## config.mk

```make
export PLATFORM = sky130hd
export DESIGN_NAME = shift_unit_iter_flat
export DESIGN_NICKNAME = d
export VERILOG_FILES = /design/src/rtl/shift_unit_iter_if.sv /design/src/rtl/shift_unit_iter.sv /design/src/flat_wrapper.sv
export SDC_FILE = /design/constraint.sdc
export NUM_CORES = 1
export LEC_CHECK = 0
export BUFFER_PORTS_ARGS = -buffer_cell sky130_fd_sc_hd__buf_2
export CAP_MARGIN = 25
export CORE_UTILIZATION = 57
export CTS_CLUSTER_DIAMETER = 100
export DETAILED_ROUTE_END_ITERATION = 16
export MAX_ROUTING_LAYER = met4
export PLACE_DENSITY_LB_ADDON = 0.05
export SLEW_MARGIN = 20
export SYNTH_ARGS = -nofsm -noshare
export SYNTH_HDL_FRONTEND = slang
export SYNTH_SLANG_ARGS = --single-unit
```

## constraint.sdc

```tcl
create_clock -name clock -period 2.7 [get_ports clock]
set_input_delay 0.135 -clock clock [delete_from_list [all_inputs] [get_ports clock]]
set_output_delay 0.135 -clock clock [all_outputs]
set_load 0.1 [all_outputs]
```

## src/rtl/shift_unit_iter_if.sv

```systemverilog
// Operand/result handshake bundle between the ALU operand latch, the iterative
// shift unit and the writeback mux.
interface shift_unit_iter_if;
  localparam int unsigned DW = 32;
  localparam int unsigned SW = 5;

  logic          in_valid;
  logic          in_ready;
  logic [DW-1:0] data_a;
  logic [SW-1:0] shamt;
  logic          op_sra;
  logic          out_valid;
  logic          out_ready;
  logic [DW-1:0] result;
  logic          busy;

  modport master (
    output in_valid, data_a, shamt, op_sra, out_ready,
    input  in_ready, out_valid, result, busy
  );

  modport slave (
    input  in_valid, data_a, shamt, op_sra, out_ready,
    output in_ready, out_valid, result, busy
  );
endinterface

```

## src/rtl/shift_unit_iter.sv

```systemverilog
// Iterative 32-bit SLL/SRA unit: applies one fixed 16/8/4/2/1 stage per clock,
// optionally stopping once the remaining shift-amount bits are all zero.
module shift_unit_iter #(
  parameter int unsigned EARLY_EXIT = 1
) (
  input  logic               clock,
  input  logic               reset_n,
  shift_unit_iter_if.slave   bus
);

  localparam int unsigned DW  = 32;
  localparam int unsigned SW  = 5;
  localparam int unsigned STW = 3;

  localparam logic [1:0] S_IDLE  = 2'd0;
  localparam logic [1:0] S_SHIFT = 2'd1;
  localparam logic [1:0] S_DONE  = 2'd2;

  localparam logic EE = (EARLY_EXIT != 0);

  logic [1:0]     r_state;
  logic [DW-1:0]  r_acc;
  logic [SW-1:0]  r_sh;
  logic           r_sra;
  logic [STW-1:0] r_step;

  logic [1:0]     w_state_nxt;
  logic [DW-1:0]  w_acc_nxt;
  logic [SW-1:0]  w_sh_nxt;
  logic           w_sra_nxt;
  logic [STW-1:0] w_step_nxt;

  logic [DW-1:0]  w_stage;
  logic           w_bit;
  logic           w_low_zero;

  // State and datapath registers
  always_ff @(posedge clock or negedge reset_n) begin
    if (!reset_n) begin
      r_state <= S_IDLE;
      r_acc   <= '0;
      r_sh    <= '0;
      r_sra   <= 1'b0;
      r_step  <= '0;
    end else begin
      r_state <= w_state_nxt;
      r_acc   <= w_acc_nxt;
      r_sh    <= w_sh_nxt;
      r_sra   <= w_sra_nxt;
      r_step  <= w_step_nxt;
    end
  end

  // Single shift stage selected by step; bit index is 4-step
  always_comb begin
    w_stage    = r_acc;
    w_bit      = 1'b0;
    w_low_zero = 1'b1;
    case (r_step)
      3'd0: begin
        w_stage    = r_sra ? {{16{r_acc[31]}}, r_acc[31:16]} : {r_acc[15:0], 16'b0};
        w_bit      = r_sh[4];
        w_low_zero = (r_sh[3:0] == 4'd0);
      end
      3'd1: begin
        w_stage    = r_sra ? {{8{r_acc[31]}}, r_acc[31:8]} : {r_acc[23:0], 8'b0};
        w_bit      = r_sh[3];
        w_low_zero = (r_sh[2:0] == 3'd0);
      end
      3'd2: begin
        w_stage    = r_sra ? {{4{r_acc[31]}}, r_acc[31:4]} : {r_acc[27:0], 4'b0};
        w_bit      = r_sh[2];
        w_low_zero = (r_sh[1:0] == 2'd0);
      end
      3'd3: begin
        w_stage    = r_sra ? {{2{r_acc[31]}}, r_acc[31:2]} : {r_acc[29:0], 2'b0};
        w_bit      = r_sh[1];
        w_low_zero = (r_sh[0] == 1'b0);
      end
      3'd4: begin
        w_stage    = r_sra ? {r_acc[31], r_acc[31:1]} : {r_acc[30:0], 1'b0};
        w_bit      = r_sh[0];
        w_low_zero = 1'b1;
      end
      default: begin
        w_stage    = r_acc;
        w_bit      = 1'b0;
        w_low_zero = 1'b1;
      end
    endcase
  end

  // Next-state and datapath update
  always_comb begin
    w_state_nxt = r_state;
    w_acc_nxt   = r_acc;
    w_sh_nxt    = r_sh;
    w_sra_nxt   = r_sra;
    w_step_nxt  = r_step;
    case (r_state)
      S_IDLE: begin
        if (bus.in_valid) begin
          w_acc_nxt   = bus.data_a;
          w_sh_nxt    = bus.shamt;
          w_sra_nxt   = bus.op_sra;
          w_step_nxt  = '0;
          w_state_nxt = (EE && (bus.shamt == 5'd0)) ? S_DONE : S_SHIFT;
        end
      end
      S_SHIFT: begin
        if (w_bit) begin
          w_acc_nxt = w_stage;
        end
        if ((r_step == 3'd4) || (EE && w_low_zero)) begin
          w_state_nxt = S_DONE;
        end else begin
          w_step_nxt = r_step + 3'd1;
        end
      end
      S_DONE: begin
        if (bus.out_ready) begin
          w_state_nxt = S_IDLE;
        end
      end
      default: begin
        w_state_nxt = S_IDLE;
      end
    endcase
  end

  assign bus.in_ready  = (r_state == S_IDLE);
  assign bus.out_valid = (r_state == S_DONE);
  assign bus.busy      = (r_state != S_IDLE);
  assign bus.result    = r_acc;

endmodule

```

## src/flat_wrapper.sv

```systemverilog
// flat-port wrapper written by rule: the top's interface ports become plain ports
module shift_unit_iter_flat 
#(
  parameter int unsigned EARLY_EXIT = 1
)
  (clock, reset_n, bus_in_valid, bus_data_a, bus_shamt, bus_op_sra, bus_out_ready, bus_in_ready, bus_out_valid, bus_result, bus_busy);
  shift_unit_iter_if bus_i ();
  input  logic clock;
  input  logic reset_n;
  input wire logic [$bits(bus_i.in_valid)-1:0] bus_in_valid;
  input wire logic [$bits(bus_i.data_a)-1:0] bus_data_a;
  input wire logic [$bits(bus_i.shamt)-1:0] bus_shamt;
  input wire logic [$bits(bus_i.op_sra)-1:0] bus_op_sra;
  input wire logic [$bits(bus_i.out_ready)-1:0] bus_out_ready;
  output wire logic [$bits(bus_i.in_ready)-1:0] bus_in_ready;
  output wire logic [$bits(bus_i.out_valid)-1:0] bus_out_valid;
  output wire logic [$bits(bus_i.result)-1:0] bus_result;
  output wire logic [$bits(bus_i.busy)-1:0] bus_busy;
  assign bus_i.in_valid = bus_in_valid;
  assign bus_i.data_a = bus_data_a;
  assign bus_i.shamt = bus_shamt;
  assign bus_i.op_sra = bus_op_sra;
  assign bus_i.out_ready = bus_out_ready;
  assign bus_in_ready = bus_i.in_ready;
  assign bus_out_valid = bus_i.out_valid;
  assign bus_result = bus_i.result;
  assign bus_busy = bus_i.busy;
  shift_unit_iter #(.EARLY_EXIT(EARLY_EXIT)) u_core (.clock(clock), .reset_n(reset_n), .bus(bus_i));
endmodule
```

-- Word-level counts from Yosys, hierarchy flattened
Cells that the tools add are included.
- bits of input ports: 42
- word-level logic and storage cells: 58
- output and inout port bits: 35
- flip-flop bits (word level): 43
- eq/ne operators: 17
- add/sub/neg operators: 1
- reduce and logical (&&, ||, !) cells: 14
- muxes and demuxes: 19
- bitwise operators: 1
- operators with widths (cell ; count):
    two-way mux 32 bit ; 7
    one-hot mux 32 bit (5 select lines) ; 1
    one-hot mux 32 bit (2 select lines) ; 1
    != test 3 bit, second input constant ; 5
    AND reduction 9 bit ; 1
    two-way mux 2 bit ; 4
    == test 3 x 2 -> 1 bit, second input constant ; 2
    zero test 3 bit ; 2
    two-way mux 3 bit ; 2
    != test 2 bit, second input constant ; 3
    != test 6 x 1 -> 1 bit, second input constant ; 1
    one-hot mux 2 bit (3 select lines) ; 1
    one-hot mux 3 bit (2 select lines) ; 1
    AND reduction 3 bit ; 2
    zero test 5 bit ; 1
    one-hot mux 1 bit (5 select lines) ; 1
    zero test 2 bit ; 2
    zero test 4 bit ; 1
    != test 2 x 1 -> 1 bit, second input constant ; 2
    one-hot mux 1 bit (4 select lines) ; 1
    AND reduction 4 bit ; 1
    nonzero test 2 bit ; 2
    adder 3 x 1 -> 3 bit, second input constant ; 1
    == test 3 x 1 -> 1 bit, second input constant ; 1
    other kinds (6) ; 6

-- Logic depth before layout (Yosys ltp)
- word-level depth: 5
- mapped depth: 10
- gate-level depth less buffers: 7

-- Worst setup path before layout
Ideal clock, no wire load.
- path kind: register -> register
- from: register u_core.r_state[0]
- to: register u_core.r_acc[8], in the netlist u_core.bus.result[8]
- required time: 2.604 ns
- setup time: 0.096 ns
- clock period less this slack: 2.652 ns
- stages on the path, launching flop included: 9
- arrival: 2.556 ns
- setup slack: 0.048 ns
- cells stage by stage: dfrtp_1 or2_2 inv_1 and2_1 buf_2 a31oi_4 clkbuf_1 nand2_1 o31ai_1
- cells in the longest elaborated chain, start to end: 3
- ends and longest elaborated chain (element ; RTL line ; text):
    from (decl) ; shift_unit_iter.sv:21 ; logic [1:0] r_state;
    from (signal assigned) ; shift_unit_iter.sv:46 ; r_state <= w_state_nxt;
    zero test 2 bit * ; -- ;
    via bus_in_ready ; flat_wrapper.sv:15 ; output wire logic [$bits(bus_i.in_ready)-1:0] bus_in_ready;
    != test 2 bit (no line) or nonzero test 2 bit (tied branches) ; -- ;
    AND reduction 4 bit (no line) ; -- ;
    to (signal assigned) ; shift_unit_iter.sv:47 ; r_acc <= w_acc_nxt;
    to (decl) ; shift_unit_iter.sv:22 ; logic [DW-1:0] r_acc;
Mark *: on every way through the listed nets, which the timed path passes. The rest lies on a longest branch.
A chain may end at the register's enable or synchronous reset.

-- Worst setup path in the final report
- from: register u_core.r_sra
- to: register u_core.r_acc[8], in the netlist u_core.bus.result[8]
- cells in the longest elaborated chain, start to end: 4
- ends and longest elaborated chain (element ; RTL line ; text):
    from (decl) ; shift_unit_iter.sv:24 ; logic r_sra;
    from (signal assigned) ; shift_unit_iter.sv:49 ; r_sra <= w_sra_nxt;
    two-way mux 32 bit, on equally long branches ; -- ;
    one-hot mux 32 bit (5 select lines) * ; shift_unit_iter.sv:59 ; case (r_step)
    two-way mux 32 bit * ; shift_unit_iter.sv:111 ; if (w_bit) begin
    one-hot mux 32 bit (2 select lines) * ; shift_unit_iter.sv:100 ; case (r_state)
Every way passes the cells marked *; elsewhere a longest branch is shown, timed or not. The select of a mux whose other input is x is not followed.

==> impl_metrics.env <==
export IMPL_critPathMaxFanout=50
export IMPL_avgViaCountPerCell=6.83
export IMPL_ys_ff_latch=43
export IMPL_crit_type="reg2reg"
export IMPL_vias=4660
export IMPL_tightestPinTransition_ps=757
export IMPL_num_antenna_cells=0
export IMPL_cts_htree_levels=2
export IMPL_antenna_left=0
export IMPL_synth_cells=526
export IMPL_yosysSeqAreaShare_pct=26.7
export IMPL_finalSetupViolations=0
export IMPL_drtIter0Drc=638
export IMPL_clkSinkCount=43
export IMPL_wl_per_cell_um=21.0
export IMPL_fill_cells=590
export IMPL_numCtsBuffers=5
export IMPL_seqCellArea_um2=1080
export IMPL_min_from="bus_op_sra"
export IMPL_worst_setup_path_start_kind="flip-flop"
export IMPL_drv_slew=0
export IMPL_cp_depth=5
export IMPL_timing_rr_start="u_core.r_sra$_DFFE_PN0P_"
export IMPL_core_area_um2=6790
export IMPL_r2r_end="u_core.bus.result[8]$_DFFE_PN0P_"
export IMPL_cts_tree="built"
export IMPL_hold_viol=0
export IMPL_fin_crit_sh_pct=93.2
export IMPL_max_slew_margin_pct=49.5
export IMPL_grt_max_degree=51
export IMPL_gp_congestion=1.02
export IMPL_synth_compound_area_share_pct=33.0
export IMPL_row_count=30
export IMPL_cp_slowest_stage_delay_ps=870
export IMPL_holdPathStages=3
export IMPL_synthAdderAreaFrac_pct=1.56
export IMPL_cp_startpoint="u_core.r_sra$_DFFE_PN0P_"
export IMPL_ys_flop_type="dfrtp_1"
export IMPL_route_detailed_drc=0
export IMPL_mostFrequentLayoutCell="a21oi_1"
export IMPL_min_path_type="in2reg"
export IMPL_critPathBufInv=0
export IMPL_io_pins=77
export IMPL_die_area_um2=7400
export IMPL_fin_hold_ws_ps=24.4
export IMPL_areaGrowthSynthToFinish_pct=14.0
export IMPL_grt_setup_unrepaired="no"
export IMPL_reg2regPathDepth=5
export IMPL_post_cts_buffers=0
export IMPL_grt_ovfl_total=0
export IMPL_die_y_um=86.0
export IMPL_cts_reportedPaths_clkPinSlew_ps=90
export IMPL_post_route_min_period_ps=2520
export IMPL_wl_mm=14.3
export IMPL_async_reset_ff_share_pct=100
export IMPL_firstDrtPassIters=6
export IMPL_worstPathRequired_ps=2880
export IMPL_synth_top_family_by_area="compound AO/OA/AOI/OAI gates"
export IMPL_endpoint="u_core.bus.result[8]$_DFFE_PN0P_"
export IMPL_synth_edff_count=0
export IMPL_synth_area_um2=4020
export IMPL_worstPathArrival_ps=2690
export IMPL_synth_area_mux_share_pct=7.00
export IMPL_multi_input_area_um2=2630
export IMPL_drive_above_1_share_pct=21.5
export IMPL_pre_cts_ws_ps=142
export IMPL_synth_xor_area_share_pct=0
export IMPL_fin_nets=632
export IMPL_hpwlAfterDp_mm=10.2
export IMPL_grt_usage_pct=40.4
export IMPL_setup_slack_ps=182
export IMPL_final_cell_mix="85 x a21oi_1, 82 x nand2_1, 76 x buf_2, 42 x dfrtp_1, 33 x nand2b_1"
export IMPL_avgSynthCellArea_um2=7.65
export IMPL_slowest_stage="dfrtp_2"
export IMPL_drv_cap=0
export IMPL_fin_skew_ps=8.01
export IMPL_antenna_found_initial=0
export IMPL_status="finished, final reports clean"
export IMPL_cts_buffer_depth=2
export IMPL_setup_worst_path_end_class="flip-flop"
export IMPL_rrSetupSlack_ps=180
export IMPL_final_core_util_pct=67.5
export IMPL_max_freq_ghz=0.397
export IMPL_grt_pass1_wl_mm=22.5
export IMPL_setup_tns_ps=0
export IMPL_synthSimpleGateAreaFrac_pct=23.6
export IMPL_cts_root_buffer="clkbuf_8"
export IMPL_ys_warnings_count=0
export IMPL_syn_num_nets=573
export IMPL_crit_chain="nand2b_1 -> a21oi_1 -> or4_1 -> a221oi_1 -> o31ai_1"
export IMPL_port_buffers=76
export IMPL_grt_pass1_vias=4129
export IMPL_start_util_pct=59.2
export IMPL_clk_latency_ps=300
export IMPL_yosysUniqueCellTypes=53
export IMPL_fp_dieW_um=86.0
export IMPL_cp_top_family="flip-flops"
-- logic make-up (layout without fill, tap and decap cells) --
family | Yosys count | after routing
flip-flops | 43 | 43
adder cells (fa/ha/maj) | 5 | 5
AND/OR/NAND/NOR | 185 | 185
AO/OA/AOI/OAI | 204 | 204
buffers and inverters | 61 | 121
multiplexers | 28 | 28
-- stage by stage --
stage                     area [um^2]  cells
after floorplan                  4020    526
after global placement           4450    672
after detailed placement         4450    672
after CTS                        4550    680
after global routing             4590    682
final                            4590    682
-- what timing repair did --
action                     CTS  global route
hold buffers                 0             1
setup endpoints to repair    0             2
hold endpoints to repair     0            12
resized for setup            0             3
-- per-layer routing --
metal / wire (um) / global-route usage, % / up-vias
met5: 0 / - / -
met4: 607 / 16.8 / 0
met3: 1550 / 8.95 / 77
met2: 6140 / 57.1 / 357
met1: 5990 / 55.5 / 2146
li1: - / - / 2080
-- Yosys cell counts (10+ instances only) --
library cell,count,area (um^2)
buf_2,18,90.1
nand2b_1,34,213
nand2_1,82,308
o21ai_0,12,60.1
a31oi_1,12,75.1
inv_1,10,37.5
or4_1,17,128
clkbuf_1,21,78.8
o22ai_1,12,75.1
nor2_1,23,86.3
a22oi_1,19,143
dfrtp_1,43,1080
a21oi_1,85,425
mux2i_1,27,270
a221oi_1,12,105
o31ai_1,13,97.6
-- area by class of cell --
cell class / count / share of cell area (%)
inverters: 10 / 0.818
flip-flops and latches: 43 / 23.5
multi-input cells: 422 / 57.4
repair buffers: 103 / 13.6
clock buffers: 7 / 1.88
well taps: 96 / 2.62
clock inverters: 1 / 0.191
-- sequential cells by signal, summed over array words and instances, names as in the netlist --
signal / count
u_core.bus.result: 32
u_core.r_sh: 5
u_core.r_sra: 1
u_core.r_state: 2
u_core.r_step: 3
-- worst reg2reg max path, stage by stage, from the launching register on --
cell      delay [ps]
dfrtp_2          870
nand2b_1         380
a21oi_1          100
or4_1            500
a221oi_1         420
o31ai_1          130
-- how the worst min path moves through the flow --
| stage | endpoint | slack (ps) |
|---|---|---|
| 2_1_floorplan | u_core.bus.result[0]$_DFFE_PN0P_ | -160 |
| 3_3_place_gp | u_core.bus.result[0]$_DFFE_PN0P_ | 330 |
| 3_5_place_dp | u_core.r_sra$_DFFE_PN0P_ | 330 |
| 4_1_cts | u_core.bus.result[31]$_DFFE_PN0P_ | 20 |
| 5_1_grt | u_core.r_sra$_DFFE_PN0P_ | 40 |
| 6_report | u_core.r_sra$_DFFE_PN0P_ | 20 |
Power is left out: the tool's default activity adds up to more than one toggle a clock period on the data nets, which glitch-free logic cannot reach.
